==> config.mk <==
export PLATFORM = sky130hd
export DESIGN_NAME = instr_fetch
export DESIGN_NICKNAME = d
export VERILOG_FILES = /design/src/rtl/ifetch_pkg.sv /design/src/rtl/ifetch_fifo.sv /design/src/rtl/instr_fetch.sv
export SDC_FILE = /design/constraint.sdc
export NUM_CORES = 1
export LEC_CHECK = 0
export CAP_MARGIN = 10
export CORE_MARGIN = 5
export CORE_UTILIZATION = 45
export CTS_BUF_LIST = sky130_fd_sc_hd__clkbuf_16
export CTS_CLUSTER_DIAMETER = 50
export CTS_CLUSTER_SIZE = 30
export DETAILED_ROUTE_END_ITERATION = 12
export PLACE_DENSITY = 0.67
export SYNTH_ARGS = -nofsm -noshare
export SYNTH_HDL_FRONTEND = slang
export SYNTH_SLANG_ARGS = --single-unit
==> constraint.sdc <==
create_clock -name clk -period 2.8 [get_ports clk]
set_input_delay 0.42 -clock clk [delete_from_list [all_inputs] [get_ports clk]]
set_output_delay 0.42 -clock clk [all_outputs]
set_load 0.005 [all_outputs]
==> src/rtl/ifetch_pkg.sv <==
// rtl/ifetch_pkg.sv - shared types, constants and helpers for the instruction fetch stage
package ifetch_pkg;

    localparam int INSTR_W = 12;

    typedef logic [INSTR_W-1:0] instr_t;

    localparam logic [3:0] OPC_HALT = 4'hF;

    function automatic logic [3:0] opcode(input instr_t instr);
        return instr[INSTR_W-1 -: 4];
    endfunction

endpackage

==> src/rtl/ifetch_fifo.sv <==
// rtl/ifetch_fifo.sv - prefetch queue holding {pc, instruction} entries
//
// Ports:
//   clk, rst          clock, asynchronous active-high reset
//   push, push_data   write an entry at the tail
//   pop               remove the head entry (ignored while empty)
//   flush             drop all entries; takes priority over push and pop
//   count             number of stored entries
//   head              head entry, zero while empty
//   not_empty         queue holds at least one entry
module ifetch_fifo #(
    parameter int DEPTH = 4,
    parameter int W     = 20,
    localparam int PTR_W = $clog2(DEPTH),
    localparam int CNT_W = PTR_W + 1
) (
    input  logic             clk,
    input  logic             rst,
    input  logic             push,
    input  logic [W-1:0]     push_data,
    input  logic             pop,
    input  logic             flush,
    output logic [CNT_W-1:0] count,
    output logic [W-1:0]     head,
    output logic             not_empty
);

    logic [W-1:0]     mem [DEPTH];
    logic [PTR_W-1:0] wr_ptr;
    logic [PTR_W-1:0] rd_ptr;
    logic             do_push;
    logic             do_pop;

    assign not_empty = (count != '0);
    assign do_pop    = pop && not_empty;
    // The caller's credit scheme prevents overflow; a pop in the same
    // cycle frees a slot, so a full-queue push is still accepted then.
    assign do_push   = push && ((count != CNT_W'(DEPTH)) || do_pop);

    // Zero while empty so the bus reads 0 after reset and after a flush.
    assign head = not_empty ? mem[rd_ptr] : '0;

    always_ff @(posedge clk or posedge rst) begin
        if (rst) begin
            wr_ptr <= '0;
            rd_ptr <= '0;
            count  <= '0;
        end else if (flush) begin
            wr_ptr <= '0;
            rd_ptr <= '0;
            count  <= '0;
        end else begin
            if (do_push) begin
                wr_ptr <= wr_ptr + PTR_W'(1);
            end
            if (do_pop) begin
                rd_ptr <= rd_ptr + PTR_W'(1);
            end
            case ({do_push, do_pop})
                2'b10:   count <= count + CNT_W'(1);
                2'b01:   count <= count - CNT_W'(1);
                default: count <= count;
            endcase
        end
    end

    // Storage carries no reset; entries are only visible through count.
    always_ff @(posedge clk) begin
        if (do_push && !flush) begin
            mem[wr_ptr] <= push_data;
        end
    end

endmodule

==> src/rtl/instr_fetch.sv <==
// rtl/instr_fetch.sv - sequential instruction fetch with prefetch queue and redirect
//
// Optional feature macro: IFETCH_HALT_EN (stop fetching after a HALT word).
//
// Ports:
//   clk, rst                         clock, asynchronous active-high reset
//   imem_req, imem_addr              read strobe and address to instruction memory
//   imem_rdata                       read data, one cycle after imem_req
//   instruction_bus, instr_pc        head instruction and its PC
//   instr_valid, instr_ready         handshake to the core
//   redirect_valid, redirect_pc      flush and restart fetch at a new PC
//   halted                           fetch stopped on HALT (0 without IFETCH_HALT_EN)
module instr_fetch
    import ifetch_pkg::*;
#(
    parameter int                ADDR_W   = 8,
    parameter int                DEPTH    = 4,
    parameter logic [ADDR_W-1:0] RESET_PC = '0
) (
    input  logic              clk,
    input  logic              rst,
    output logic              imem_req,
    output logic [ADDR_W-1:0] imem_addr,
    input  logic [INSTR_W-1:0] imem_rdata,
    output logic [INSTR_W-1:0] instruction_bus,
    output logic [ADDR_W-1:0] instr_pc,
    output logic              instr_valid,
    input  logic              instr_ready,
    input  logic              redirect_valid,
    input  logic [ADDR_W-1:0] redirect_pc,
    output logic              halted
);

    localparam int ENTRY_W = ADDR_W + INSTR_W;
    localparam int CNT_W   = $clog2(DEPTH) + 1;

    logic [ADDR_W-1:0]  pc;
    logic [ADDR_W-1:0]  resp_pc;
    logic               inflight;
    logic [CNT_W-1:0]   count;
    logic [ENTRY_W-1:0] head;
    logic               not_empty;
    logic               credit_ok;
    logic               kill;
    logic               push;
    logic               pop;
    logic               halted_q;

    // Credit counts the registered queue occupancy plus the outstanding
    // read, so a same-cycle pop never frees a slot for a new request.
    assign credit_ok = ({1'b0, count} + {{CNT_W{1'b0}}, inflight}) < (CNT_W+1)'(DEPTH);

    assign imem_req  = !rst && !redirect_valid && !halted_q && credit_ok;
    assign imem_addr = pc;

    // A response landing in a redirect cycle, or after a HALT word was
    // queued, belongs to a stream the core no longer wants.
    assign kill = redirect_valid || halted_q;
    assign push = inflight && !kill;
    assign pop  = instr_ready;

    always_ff @(posedge clk or posedge rst) begin
        if (rst) begin
            pc       <= RESET_PC;
            resp_pc  <= '0;
            inflight <= 1'b0;
        end else begin
            inflight <= imem_req;
            if (imem_req) begin
                resp_pc <= pc;
            end
            if (redirect_valid) begin
                pc <= redirect_pc;
            end else if (imem_req) begin
                pc <= pc + ADDR_W'(1);
            end
        end
    end

`ifdef IFETCH_HALT_EN
    always_ff @(posedge clk or posedge rst) begin
        if (rst) begin
            halted_q <= 1'b0;
        end else if (redirect_valid) begin
            halted_q <= 1'b0;
        end else if (push && (opcode(imem_rdata) == OPC_HALT)) begin
            halted_q <= 1'b1;
        end
    end
`else
    assign halted_q = 1'b0;
`endif

    assign halted = halted_q;

    ifetch_fifo #(
        .DEPTH (DEPTH),
        .W     (ENTRY_W)
    ) u_fifo (
        .clk       (clk),
        .rst       (rst),
        .push      (push),
        .push_data ({resp_pc, imem_rdata}),
        .pop       (pop),
        .flush     (redirect_valid),
        .count     (count),
        .head      (head),
        .not_empty (not_empty)
    );

    assign instr_valid     = not_empty;
    assign instruction_bus = head[INSTR_W-1:0];
    assign instr_pc        = head[ENTRY_W-1 -: ADDR_W];

endmodule
==> results_dict.tcl <==
set metrics [dict create \
    fin_worst_skew_ns 0.00647 \
    timing.critical_path.fanout_max 20 \
    final.period_utilization_pct 92.2 \
    status "completed" \
    ctsLongestPathBuffers 2 \
    synth_largest_area_cell "edfxtp_1" \
    remaining_drc_errors 0 \
    netlist_top_cells_area "edfxtp_1, dfrtp_1, mux4_2" \
    multiInputGateArea_sq_um 1240 \
    chip_width_microns 108 \
    post_cts_buffers 0 \
    commonest_non_fill_non_tap_cells_in_the_layout "edfxtp_1, clkdlybuf4s50_1, nand2_1" \
    grt_start_max_net_pins 25 \
    area_growth_syn_to_layout_pct 24.7 \
    crit_path_start_kind "register" \
    synth.net_count 299 \
    drive_gt1_share_pct 14.4 \
    placement_rows 35 \
    mappedNetlistArea_sq_um 4340 \
    clkPwrFrac_pct 36.3 \
    max-vdd-ir-drop_mv 0.448 \
    detailedRoute.firstPassIterationCount 4 \
    setup_repair_after_global_routing_missed_its_margin "no" \
    antennaDiodeCount 0 \
    netlist.area_leader.share_pct 55.4 \
    final-hold-violation-count 0 \
    worst-endpoint-required_ns 2.38 \
    worstSetupEndpointType "output port" \
    ctsHtreeMaxLevel 3 \
    max_cap_viol_count 0 \
    globalplace.congestion 0.884 \
    synthesis.yosys.warnings 0 \
    floorplan.die.height_microns 108 \
    tritoncts_clock_tree "done" \
    finalWirelength_microns 7330 \
    nNetsFinal 360 \
    num-fill-cells 743 \
    number_of_cells_traversed_by_the_worst_register_to_register_path 7 \
    synth.avg_cell_area_sq_um 16.1 \
    fin_setup_tns_ns 0 \
    hold_buffers 0 \
    p_leak_nw 1.92 \
    finalMaxSlewViolations 0 \
    worstReg2RegEnd "u_fifo.count[2]$_DFFE_PP0P_" \
    num_io_pins 55 \
    clkSlewWorstSetupHoldPaths_ns 0.06 \
    grt_overflow_total 0 \
    ys_ff_latch 104 \
    rr_startpoint "u_fifo.count[1]$_DFFE_PP0P_" \
    comb_power_share_pct 11.5 \
    antenna_left 0 \
    wire_per_inst_microns 15.8 \
    min_period_ns 2.58 \
    numCtsBuffers 9 \
    worstSkewPairLatency_ns 0.33 \
    gates_resized_cts_repair 0 \
    detailedRoute.firstIterationViolations 89 \
    synth_cell_type_count 38 \
    worst-setup-path-type "register to output port" \
    clock-root-buffer "clkbuf_16" \
    layout.area.seq_sq_um 3000 \
    die_area_sq_um 11700 \
    finalSetupViolations 0 \
    port_buffers 53 \
    fp.coreArea_sq_um 9330 \
    detailedPlacementHpwl_microns 4760 \
    fmax_ghz 0.387 \
    grt_pass1_vias 2376 \
    timing.critical_path.arrival_ns 2.16 \
    synth_seq_area_share_pct 69.2 \
    power.internal_mw 2.76 \
    reg2reg_setup_slack_ns 0.60 \
    via_density_per_instance 5.09 \
    sequentialPowerShare_pct 52.2 \
    p_switching_uw 735 \
    holdCritPathClass "input port to async pin" \
    mostFrequentLayoutCell "edfxtp_1" \
    power_per_cell_area_nw_per_um2 647 \
    grtUsageTotal_pct 14.0 \
    vias 2358 \
    antenna_violations_before_repair 0 \
    report.power.total_mw 3.50 \
    post_synth_inst_count 269 \
    grt_pass1_wl_microns 12400 \
    initial_core_util_pct 46.5 \
    p_sw_share_pct 21.0 \
    clock_sinks 104 \
]
## metrics by stage
stage	hold WS (ns)	utilization [%]	setup WS, ns	cells	instance area (sq um)
final	0.478	58.0	0.218	463	5410
after CTS	0.491	58.0	0.194	463	5410
after global routing	0.518	58.0	0.122	463	5410
after floorplan	0.435	-	0.761	269	4340
after global placement	0.500	54.6	0.430	448	5100
after detailed placement	0.517	54.6	0.403	448	5100
## worst max-delay path by stage
stage / startpoint / to / cells past startpoint
2_1_floorplan: u_fifo.count[1]$_DFFE_PP0P_ / u_fifo.count[2]$_DFFE_PP0P_ / 7
3_3_place_gp: instr_ready / u_fifo.mem[1][10]$_DFFE_PP_ / 5
3_5_place_dp: instr_ready / u_fifo.mem[1][10]$_DFFE_PP_ / 5
4_1_cts: u_fifo.rd_ptr[0]$_DFFE_PP0P_ / instr_pc[0] / 4
5_1_grt: u_fifo.rd_ptr[0]$_DFFE_PP0P_ / instr_pc[0] / 4
6_report: u_fifo.rd_ptr[0]$_DFFE_PP0P_ / instr_pc[0] / 4
## registers in the layout (all words and copies together), names as in the netlist
name,count
imem_addr,8
inflight,1
resp_pc,8
u_fifo.count,3
u_fifo.mem,80
u_fifo.rd_ptr,2
u_fifo.wr_ptr,2
## power by group through the flow
stage / Clock, mW / Combinational, mW / Sequential (mW)
after global routing: 1.37 / 0.452 / 1.84
final: 1.27 / 0.402 / 1.82
after CTS: 1.30 / 0.413 / 1.83
after detailed placement: 0 / 0.411 / 1.86
after global placement: 0 / 0.407 / 1.85
after floorplan: 0 / 0.221 / 1.83
## area by class of cell
cell class,count,share of cell area (%)
inverters,6,0.416
clock inverters,6,1.57
flip-flops and latches,104,55.5
well taps,129,2.98
clock buffers,9,4.16
repair buffers,63,12.4
multi-input cells,146,23.0
## cell families (layout without fill, tap and decap cells)
group | Yosys count | count (layout) | share of synthesized area (%)
xor gates and xnor gates | 5 | 5 | 1.01
adders and majority gates | 6 | 6 | 1.90
other | 1 | 1 | 0.0864
buffers and inverters | 19 | 84 | 2.13
muxes | 22 | 22 | 10.8
DFF | 104 | 104 | 69.2
AOI/OAI and AO/OA | 29 | 29 | 4.62
and+or+nand+nor | 83 | 83 | 10.2
## critical path, cell delays in order, from the launching register on
cell and delay (ns):
dfrtp_1 0.43, buf_12 0.23, mux4_2 0.54, and2_1 0.17, clkdlybuf4s50_1 0.45
## routing by layer
layer	GRT usage, %	up-vias	part of all wire [%]
li1	-	1142	-
met1	19.4	1133	46
met3	4.36	4	5.1
met4	4.60	0	0.91
met5	0	-	0
met2	21.3	79	47
## Yosys cell counts, drive strengths merged
cell    count
clkbuf      6
nor3b       2
a221o       6
o31ai       1
o21ai       5
a31oi       4
ha          5
or3         2
buf         7
conb        1
nand3       7
inv         6
a21oi       6
xnor2       2
nand2      32
nor2b       1
dfrtp      24
a21o        3
nor4        1
mux2i       2
and2       24
mux4       20
o21bai      1
edfxtp     80
nor3        3
a32oi       1
nor4b       1
fa          1
a22oi       1
o22ai       1
nand2b      1
xor2        3
nor2        7
and3        2
Note: power is estimated with default switching activity, not from simulation.
